--- src/rtl/uart_pkg.sv ---
// Shared types for the UART receive path: parity mode and frame-check state.
package uart_pkg;

  // Encoding matches the par_typ input field.
  typedef enum logic [1:0] {
    ParEven  = 2'd0,
    ParOdd   = 2'd1,
    ParMark  = 2'd2,
    ParSpace = 2'd3
  } par_mode_t;

  typedef enum logic [2:0] {
    StIdle,
    StData,
    StParity,
    StStop1,
    StStop2
  } rx_state_t;

endpackage

--- src/rtl/par_calc.sv ---
// Running XOR over received data bits plus selection of the expected parity bit.
module par_calc
  import uart_pkg::*;
(
  input  logic      clk,
  input  logic      rst_n,
  input  logic      clear_i,
  input  logic      bit_en_i,
  input  logic      bit_i,
  input  par_mode_t mode_i,
  output logic      exp_bit_o
);

  logic xor_q, xor_d;

  // Next running parity: clear at frame start, accumulate each accepted data bit.
  always_comb begin
    xor_d = xor_q;
    if (clear_i) begin
      xor_d = 1'b0;
    end else if (bit_en_i) begin
      xor_d = xor_q ^ bit_i;
    end
  end

  // Running parity register.
  always_ff @(posedge clk or negedge rst_n) begin
    if (!rst_n) begin
      xor_q <= 1'b0;
    end else begin
      xor_q <= xor_d;
    end
  end

  // Expected parity bit for the selected mode.
  always_comb begin
    exp_bit_o = 1'b0;
    unique case (mode_i)
      ParEven:  exp_bit_o = xor_q;
      ParOdd:   exp_bit_o = ~xor_q;
      ParMark:  exp_bit_o = 1'b1;
      ParSpace: exp_bit_o = 1'b0;
      default:  exp_bit_o = 1'b0;
    endcase
  end

endmodule

--- src/rtl/uart_rx_frame_check.sv ---
// UART receive frame assembler: collects data bits, checks parity and stop bits,
// and pulses data_valid once per completed frame.
module uart_rx_frame_check
  import uart_pkg::*;
#(
  parameter int unsigned DATA_WIDTH = 8
) (
  input  logic                  clk,
  input  logic                  rst_n,
  input  logic                  start_det,
  input  logic                  bit_valid,
  input  logic                  sampled_bit,
  input  logic                  par_en,
  input  logic [1:0]            par_typ,
  input  logic                  stop2,
  output logic [DATA_WIDTH-1:0] data_out,
  output logic                  data_valid,
  output logic                  par_err,
  output logic                  stop_err,
  output logic                  busy
);

  localparam int unsigned CntW = $clog2(DATA_WIDTH + 1);
  // Counter value seen on the bit_valid that completes the data field.
  localparam logic [CntW-1:0] LastCnt = CntW'(DATA_WIDTH - 1);

  rx_state_t             state_q, state_d;
  logic [CntW-1:0]       cnt_q, cnt_d;
  logic [DATA_WIDTH-1:0] shift_q, shift_d;
  logic                  par_err_q, par_err_d;
  logic                  stop_err_q, stop_err_d;
  logic                  valid_q, valid_d;
  logic                  par_en_q, par_en_d;
  par_mode_t             par_typ_q, par_typ_d;
  logic                  stop2_q, stop2_d;

  logic par_clear;
  logic par_shift;
  logic par_exp;

  par_calc u_par_calc (
    .clk       (clk),
    .rst_n     (rst_n),
    .clear_i   (par_clear),
    .bit_en_i  (par_shift),
    .bit_i     (sampled_bit),
    .mode_i    (par_typ_q),
    .exp_bit_o (par_exp)
  );

  // Frame FSM next-state, data path updates and completion pulse.
  always_comb begin
    state_d    = state_q;
    cnt_d      = cnt_q;
    shift_d    = shift_q;
    par_err_d  = par_err_q;
    stop_err_d = stop_err_q;
    valid_d    = 1'b0;
    par_en_d   = par_en_q;
    par_typ_d  = par_typ_q;
    stop2_d    = stop2_q;
    par_clear  = 1'b0;
    par_shift  = 1'b0;

    case (state_q)
      StIdle: begin
        if (start_det) begin
          par_en_d   = par_en;
          par_typ_d  = par_mode_t'(par_typ);
          stop2_d    = stop2;
          cnt_d      = '0;
          par_err_d  = 1'b0;
          stop_err_d = 1'b0;
          par_clear  = 1'b1;
          state_d    = StData;
        end
      end
      StData: begin
        if (bit_valid) begin
          // LSB arrives first, so shifting in at the MSB leaves it at bit 0.
          shift_d   = {sampled_bit, shift_q[DATA_WIDTH-1:1]};
          par_shift = 1'b1;
          cnt_d     = cnt_q + CntW'(1);
          if (cnt_q == LastCnt) begin
            state_d = par_en_q ? StParity : StStop1;
          end
        end
      end
      StParity: begin
        if (bit_valid) begin
          par_err_d = (sampled_bit != par_exp);
          state_d   = StStop1;
        end
      end
      StStop1: begin
        if (bit_valid) begin
          if (!sampled_bit) begin
            stop_err_d = 1'b1;
          end
          if (stop2_q) begin
            state_d = StStop2;
          end else begin
            state_d = StIdle;
            valid_d = 1'b1;
          end
        end
      end
      StStop2: begin
        if (bit_valid) begin
          if (!sampled_bit) begin
            stop_err_d = 1'b1;
          end
          state_d = StIdle;
          valid_d = 1'b1;
        end
      end
      default: state_d = StIdle;
    endcase
  end

  // State and data registers.
  always_ff @(posedge clk or negedge rst_n) begin
    if (!rst_n) begin
      state_q    <= StIdle;
      cnt_q      <= '0;
      shift_q    <= '0;
      par_err_q  <= 1'b0;
      stop_err_q <= 1'b0;
      valid_q    <= 1'b0;
      par_en_q   <= 1'b0;
      par_typ_q  <= ParEven;
      stop2_q    <= 1'b0;
    end else begin
      state_q    <= state_d;
      cnt_q      <= cnt_d;
      shift_q    <= shift_d;
      par_err_q  <= par_err_d;
      stop_err_q <= stop_err_d;
      valid_q    <= valid_d;
      par_en_q   <= par_en_d;
      par_typ_q  <= par_typ_d;
      stop2_q    <= stop2_d;
    end
  end

  // The shift register only moves after an accepted start, so it doubles as the
  // held output word.
  always_comb begin
    data_out   = shift_q;
    data_valid = valid_q;
    par_err    = par_err_q;
    stop_err   = stop_err_q;
    busy       = (state_q != StIdle);
  end

endmodule

--- config.mk ---
export PLATFORM = sky130hd
export DESIGN_NAME = uart_rx_frame_check
export DESIGN_NICKNAME = d
export VERILOG_FILES = /design/src/rtl/uart_pkg.sv /design/src/rtl/par_calc.sv /design/src/rtl/uart_rx_frame_check.sv
export SDC_FILE = /design/constraint.sdc
export NUM_CORES = 1
export LEC_CHECK = 0
export ABC_CLOCK_PERIOD_IN_PS = 2400
export BUFFER_PORTS_ARGS = -buffer_cell sky130_fd_sc_hd__buf_2
export CAP_MARGIN = 20
export CORE_UTILIZATION = 55
export CTS_CLUSTER_DIAMETER = 30
export DETAILED_ROUTE_END_ITERATION = 8
export HOLD_SLACK_MARGIN = 0.08
export PLACE_DENSITY = 0.8
export SYNTH_ARGS = -nofsm -noshare
export SYNTH_HDL_FRONTEND = slang
export SYNTH_HIERARCHICAL = 1
export SYNTH_SLANG_ARGS = --single-unit
--- constraint.sdc ---
create_clock -name clk -period 2.4 [get_ports clk]
set_input_delay 0.72 -clock clk [delete_from_list [all_inputs] [get_ports clk]]
set_output_delay 0.72 -clock clk [all_outputs]
set_load 0.005 [all_outputs]
; Word level (Yosys, flattened, before mapping)
; Cells that the tools add are included.
[word_totals]
regBits = 23
in_bits = 9
output_inout_bits = 12
wordCells = 72
[classes]
addsub = 1
eq_ne = 17
mux = 28
bitwise = 2
reduce_logical = 14
[ops]
columns = op, count
row1 = 3-bit 2-to-1 mux, 7
row2 = 3-bit case mux with 5 select lines, 1
row3 = "2-bit inequality test, second input constant", 7
row4 = 1-bit 2-to-1 mux, 13
row5 = 4-bit 2-to-1 mux, 2
row6 = 4-bit case mux with 2 select lines, 1
row7 = 2-bit nonzero test, 4
row8 = "3-bit by 2-bit equality test with 1-bit output, second input constant", 2
row9 = 1-bit case mux with 2 select lines, 3
row10 = 3-bit AND reduction, 2
row11 = 6-bit AND reduction, 1
row12 = "4-bit by 1-bit adder with 4-bit output, second input constant", 1
row13 = "2-bit equality test, second input constant", 2
row14 = "4-bit by 3-bit equality test with 1-bit output, second input constant", 1
row15 = 1-bit case mux with 4 select lines, 1
row16 = 2-bit AND reduction, 2
row17 = 4-bit AND reduction, 1
row18 = "3-bit by 1-bit equality test with 1-bit output, second input constant", 1
row19 = "3-bit equality test, second input constant", 1
row20 = 3-bit zero test, 1
row21 = 3-bit nonzero test, 1
row22 = "2-bit by 1-bit equality test with 1-bit output, second input constant", 1
row23 = 2-bit zero test, 1
row24 = "2-bit by 1-bit inequality test with 1-bit output, second input constant", 1
row25 = other kinds (4), 4

; Longest topological paths before layout
[logic_depth]
ltp_word = 5
ltp_mapped = 5
ltp_nobuf = 4

; Hierarchy
; The synthesis kept the hierarchy.
[modules_own_cells]
columns = mod, instances, cells_each, area_per_inst_um2
row1 = uart_rx_frame_check, 1, 76, 1008.5
row2 = par_calc, 1, 6, 63.8

; Worst setup path after synthesis
; OpenSTA, ideal clock, no wires.
[synth_timing]
path_type = input-to-reg
start = in bit_valid
end = reg shift_q[7], in the netlist data_out[7]
setup_ns = 0.125
arrival_ns = 1.479
t_required_ns = 2.275
slack_ns = 0.796
cell_stages = 3
cell_sequence = and4bb_2 > buf_4 > mux2_2
[synth_via]
elab_chain_cells = 1
[synth_lines]
columns = item, line_no
row1 = "start, declared", uart_rx_frame_check.sv:11  ; input logic bit_valid,
row2 = 2-bit AND reduction (no source line), n/a
row3 = "end signal, assigned", uart_rx_frame_check.sv:136  ; shift_q <= shift_d;
row4 = "end, declared", uart_rx_frame_check.sv:29  ; logic [DATA_WIDTH-1:0] shift_q, shift_d;
; Every way passes these cells.
; A chain may end at the register's enable or synchronous reset.

; Final worst setup path
[layout_timing]
start = reg state_q[1]
end = out busy
[layout_via]
elab_chain_cells = 1
[layout_lines]
columns = item, line_no
row1 = "start, declared", uart_rx_frame_check.sv:27  ; rx_state_t state_q, state_d;
row2 = "start signal, assigned", uart_rx_frame_check.sv:124  ; state_q <= StIdle;
row3 = "start signal, assigned", uart_rx_frame_check.sv:134  ; state_q <= state_d;
row4 = 3-bit nonzero test, uart_rx_frame_check.sv:153  ; busy = (state_q != StIdle);
row5 = "end, declared", uart_rx_frame_check.sv:20  ; output logic busy
; Every way passes these cells.

==> impl_results.rst <==
.. list-table::
   :header-rows: 1

   * - Metric
     - Value
   * - Startpoint Class
     - flop
   * - Standby leakage power
     - 0.544 nW
   * - Critical Path End Type
     - primary output
   * - Netlist area before placement
     - approximately 1100 sq um
   * - Reg2reg setup slack
     - ~0.80 ns
   * - Post-layout utilization of the core
     - 0.672
   * - Count of routing violations after the opening detailed-route iteration
     - 8
   * - TritonCTS clock tree
     - yes
   * - Total count of hold-check failures in the final report
     - 0
   * - Initial antenna violation count
     - 0
   * - Initial Utilization
     - 0.601
   * - Clk Latency, worst-skew pair
     - 0.30 ns
   * - Critical path cell sequence
     - or3_1 -> buf_2
   * - Transition time of the tightest slew-check pin
     - 0.499 ns
   * - Final period utilization
     - 0.862
   * - DIE AREA
     - 2130 sq um
   * - Area growth from synthesis to layout
     - 11.7%
   * - Count of unique library cells instantiated by Yosys
     - 31
   * - Vias per std cell
     - around 5.6
   * - Diode count
     - 0
   * - Arr. time, crit path
     - about 1.4 ns
   * - Cell Pwr Density
     - 1180 nW/um^2
   * - Post-synthesis average cell area
     - 13.1 sq um
   * - Post-synthesis cell count
     - 82
   * - Number of max-cap violations
     - 0
   * - Pin count of the biggest net entering global routing
     - 24
   * - First-pass GRT wire length
     - 2790 um
   * - Final instance count without filler cells
     - 127
   * - Placed Instance Area
     - roughly 1200 sq um
   * - I/O pin total
     - 21
   * - Buffering stage count on the worst path with inverters included
     - 1
   * - Drt first pass iters
     - 4
   * - Total DRC errors in the routed layout
     - 0
   * - Drt wl/cell
     - 12.9 um
   * - Sequential-to-total area share from yosys stat
     - 0.537
   * - Warning count from the yosys run
     - 6
   * - GRT Resource Usage Total
     - 0.185
   * - Number of cells upsized or downsized after cts
     - 0
   * - Highest-delay cell along the critical path
     - sky130_fd_sc_hd__dfrtp_1
   * - Final clock skew
     - 0.00375 ns
   * - Die width
     - around 46 um
   * - Status
     - finished, final reports clean
   * - Unrepaired setup endpoints after global routing
     - false
   * - Syn nets
     - between 90 and 100
   * - Reg clk slew, reported paths
     - 0.12 ns
   * - Number of nets in the layout
     - roughly 110
   * - Maximum VDD drop
     - 0.698 mV
   * - Hold Crit Class
     - input pin to asynchronous set/reset pin
   * - Via count of the first global-routing pass
     - 651
   * - Delay contributed by the slowest stage of the critical path
     - 0.52 ns
   * - Final number of max-transition violations
     - 0
   * - Final min period
     - 2.07 ns
   * - Gr ovfl total
     - 0
   * - H-Tree Level Count
     - 1
   * - Number of buffers on the longest clock path
     - 2
   * - CP delay by family, top
     - flip-flops
   * - Total negative setup slack
     - 0 ns
   * - Routed wire length
     - around 1600 um
   * - Hold-fix buffers, CTS
     - 0
   * - Die extent in y
     - 46.2 um
   * - Cells after DPL
     - approximately 120
   * - Worst slew slack as a fraction of its limit
     - 0.667
   * - Clock root cell
     - sky130_fd_sc_hd__clkbuf_4
   * - Routability cong.
     - a little over 0.8
   * - Number of clock buffers inserted by TritonCTS
     - 3
   * - Dpl hpwl
     - 1180 um
   * - Detailed-route via count
     - 712
   * - Post-route cell area
     - 1200 sq um
   * - Fraction of final layout cells with drive strength greater than 1
     - 0.412
   * - Reg2Reg Launch Point
     - state_q[1]
   * - Reg2Reg Depth
     - 3
   * - # port buffers
     - 20
   * - Post-CTS setup buffers
     - 0
   * - Final setup violation count
     - 0
   * - Post-route ant nets
     - 0
   * - Critical path class
     - flop to primary output
   * - Fmax
     - 484 MHz
   * - Flip-flop and latch count after synthesis
     - 23
   * - Capture instance of the worst register-to-register path
     - cnt_q[3]
   * - Maximum fanout along the worst path
     - 10
   * - Num Clock Sinks
     - 23
   * - Cell row count
     - 15
   * - Req. time, crit path
     - 1.68 ns
   * - Tot Pwr
     - 1.42 mW
   * - Core Area
     - 1780 sq um
==> worst register-to-register path, delay by kind of cell, from the launching register on <==
| kind | cells | cell delay [ns] |
|---|---|---|
| AND/OR/NAND/NOR | 2 | 0.83 |
| flip-flops | 1 | 0.52 |
| multiplexers | 1 | 0.18 |
==> synth_stat cells <==
master	count	area share
sky130_fd_sc_hd__dfrtp_1	23	0.54
sky130_fd_sc_hd__mux2_2	13	0.14
sky130_fd_sc_hd__nand2_1	5	0.018
sky130_fd_sc_hd__nor2_1	4	0.014
sky130_fd_sc_hd__buf_4	3	0.021
sky130_fd_sc_hd__mux2i_1	3	0.028
sky130_fd_sc_hd__nand2b_1	3	0.018
sky130_fd_sc_hd__xnor2_1	3	0.025
sky130_fd_sc_hd__a21oi_1	2	0.0093
sky130_fd_sc_hd__inv_1	2	0.0070
sky130_fd_sc_hd__a2111oi_0	1	0.0082
sky130_fd_sc_hd__a21bo_1	1	0.0093
sky130_fd_sc_hd__a21boi_0	1	0.0070
sky130_fd_sc_hd__a21oi_2	1	0.0082
sky130_fd_sc_hd__a221o_1	1	0.0093
sky130_fd_sc_hd__a22o_1	1	0.0082
sky130_fd_sc_hd__a31o_2	1	0.0082
sky130_fd_sc_hd__a32o_1	1	0.0093
sky130_fd_sc_hd__and4_1	1	0.0082
sky130_fd_sc_hd__and4bb_2	1	0.012
sky130_fd_sc_hd__buf_6	1	0.011
sky130_fd_sc_hd__ha_1	1	0.012
sky130_fd_sc_hd__nand3b_1	1	0.0070
sky130_fd_sc_hd__nor3_1	1	0.0047
sky130_fd_sc_hd__nor4b_1	1	0.0082
sky130_fd_sc_hd__nor4b_4	1	0.022
sky130_fd_sc_hd__o31ai_1	1	0.0070
sky130_fd_sc_hd__o41ai_1	1	0.0082
sky130_fd_sc_hd__or3_1	1	0.0058
sky130_fd_sc_hd__or3b_2	1	0.0082
sky130_fd_sc_hd__or4_1	1	0.0070
==> power breakdown <==
group,internal [mW],switching [mW],leakage [nW]
Clock,0.0621,0.109,0.0177
Combinational,0.329,0.215,0.245
Sequential,0.559,0.143,0.281
==> flip-flops by register name (all words and copies together) (netlist names) <==
name,flops
cnt_q,4
data_out,8
data_valid,1
par_en_q,1
par_err,1
par_typ_q,2
state_q,3
stop2_q,1
stop_err,1
u_par_calc/xor_q,1
==> placed cells by master, fill, tap and decap left out, drive strengths merged, types with 2 or more instances in the layout <==
master   n
nand2    5
dfrtp   23
buf     20
xnor2    3
inv      2
nand2b   3
clkbuf   3
a21oi    3
nor2     4
nor4b    2
mux2    13
mux2i    3
==> metal layers <==
| layer | up-vias | share of wire | GRT usage |
|---|---|---|---|
| met5 | - | 0 | 0 |
| met4 | 0 | 0.0085 | 0.0882 |
| met3 | 2 | 0.037 | 0.0471 |
| met2 | 19 | 0.50 | 0.290 |
| met1 | 353 | 0.45 | 0.237 |
| li1 | 338 | - | - |
==> area by class of cell <==
cell class / count / area, sq um
inverters: 2 / 7.51
clock inverters: 1 / 5.00
multi-input cells: 53 / 455
well taps: 25 / 31.3
repair buffers: 20 / 100
clock buffers: 3 / 22.5
fillers: 145 / 586
flip-flops and latches: 23 / 576
==> worst max path at each step <==
stage | depth (start not counted) | end | start | slack (ns)
2_1_floorplan | 3 | data_out[7] | bit_valid | 0.80
3_3_place_gp | 4 | cnt_q[0] | bit_valid | 0.56
3_5_place_dp | 4 | cnt_q[3] | bit_valid | 0.54
4_1_cts | 2 | busy | state_q[1] | 0.32
5_1_grt | 2 | busy | state_q[1] | 0.26
6_report | 2 | busy | state_q[1] | 0.33
==> metrics by stage <==
stage | hold slack (ns) | setup slack, ns
floorplan | 0.424 | 0.796
global placement | 0.485 | 0.563
detailed placement | 0.484 | 0.542
CTS | 0.375 | 0.321
global route | 0.381 | 0.263
finish | 0.366 | 0.332
==> logic make-up (layout without fill, tap and decap cells) <==
kind of cell | count (synthesis) | in the layout | synth area share
compound gates | 12 | 12 | 0.0922
xor+xnor | 3 | 3 | 0.0245
fa+ha+maj | 1 | 1 | 0.0117
buf+inv | 6 | 26 | 0.0385
flops | 23 | 23 | 0.537
mux | 16 | 16 | 0.165
simple gates | 21 | 21 | 0.132
Power figures use the tool's default switching activity.
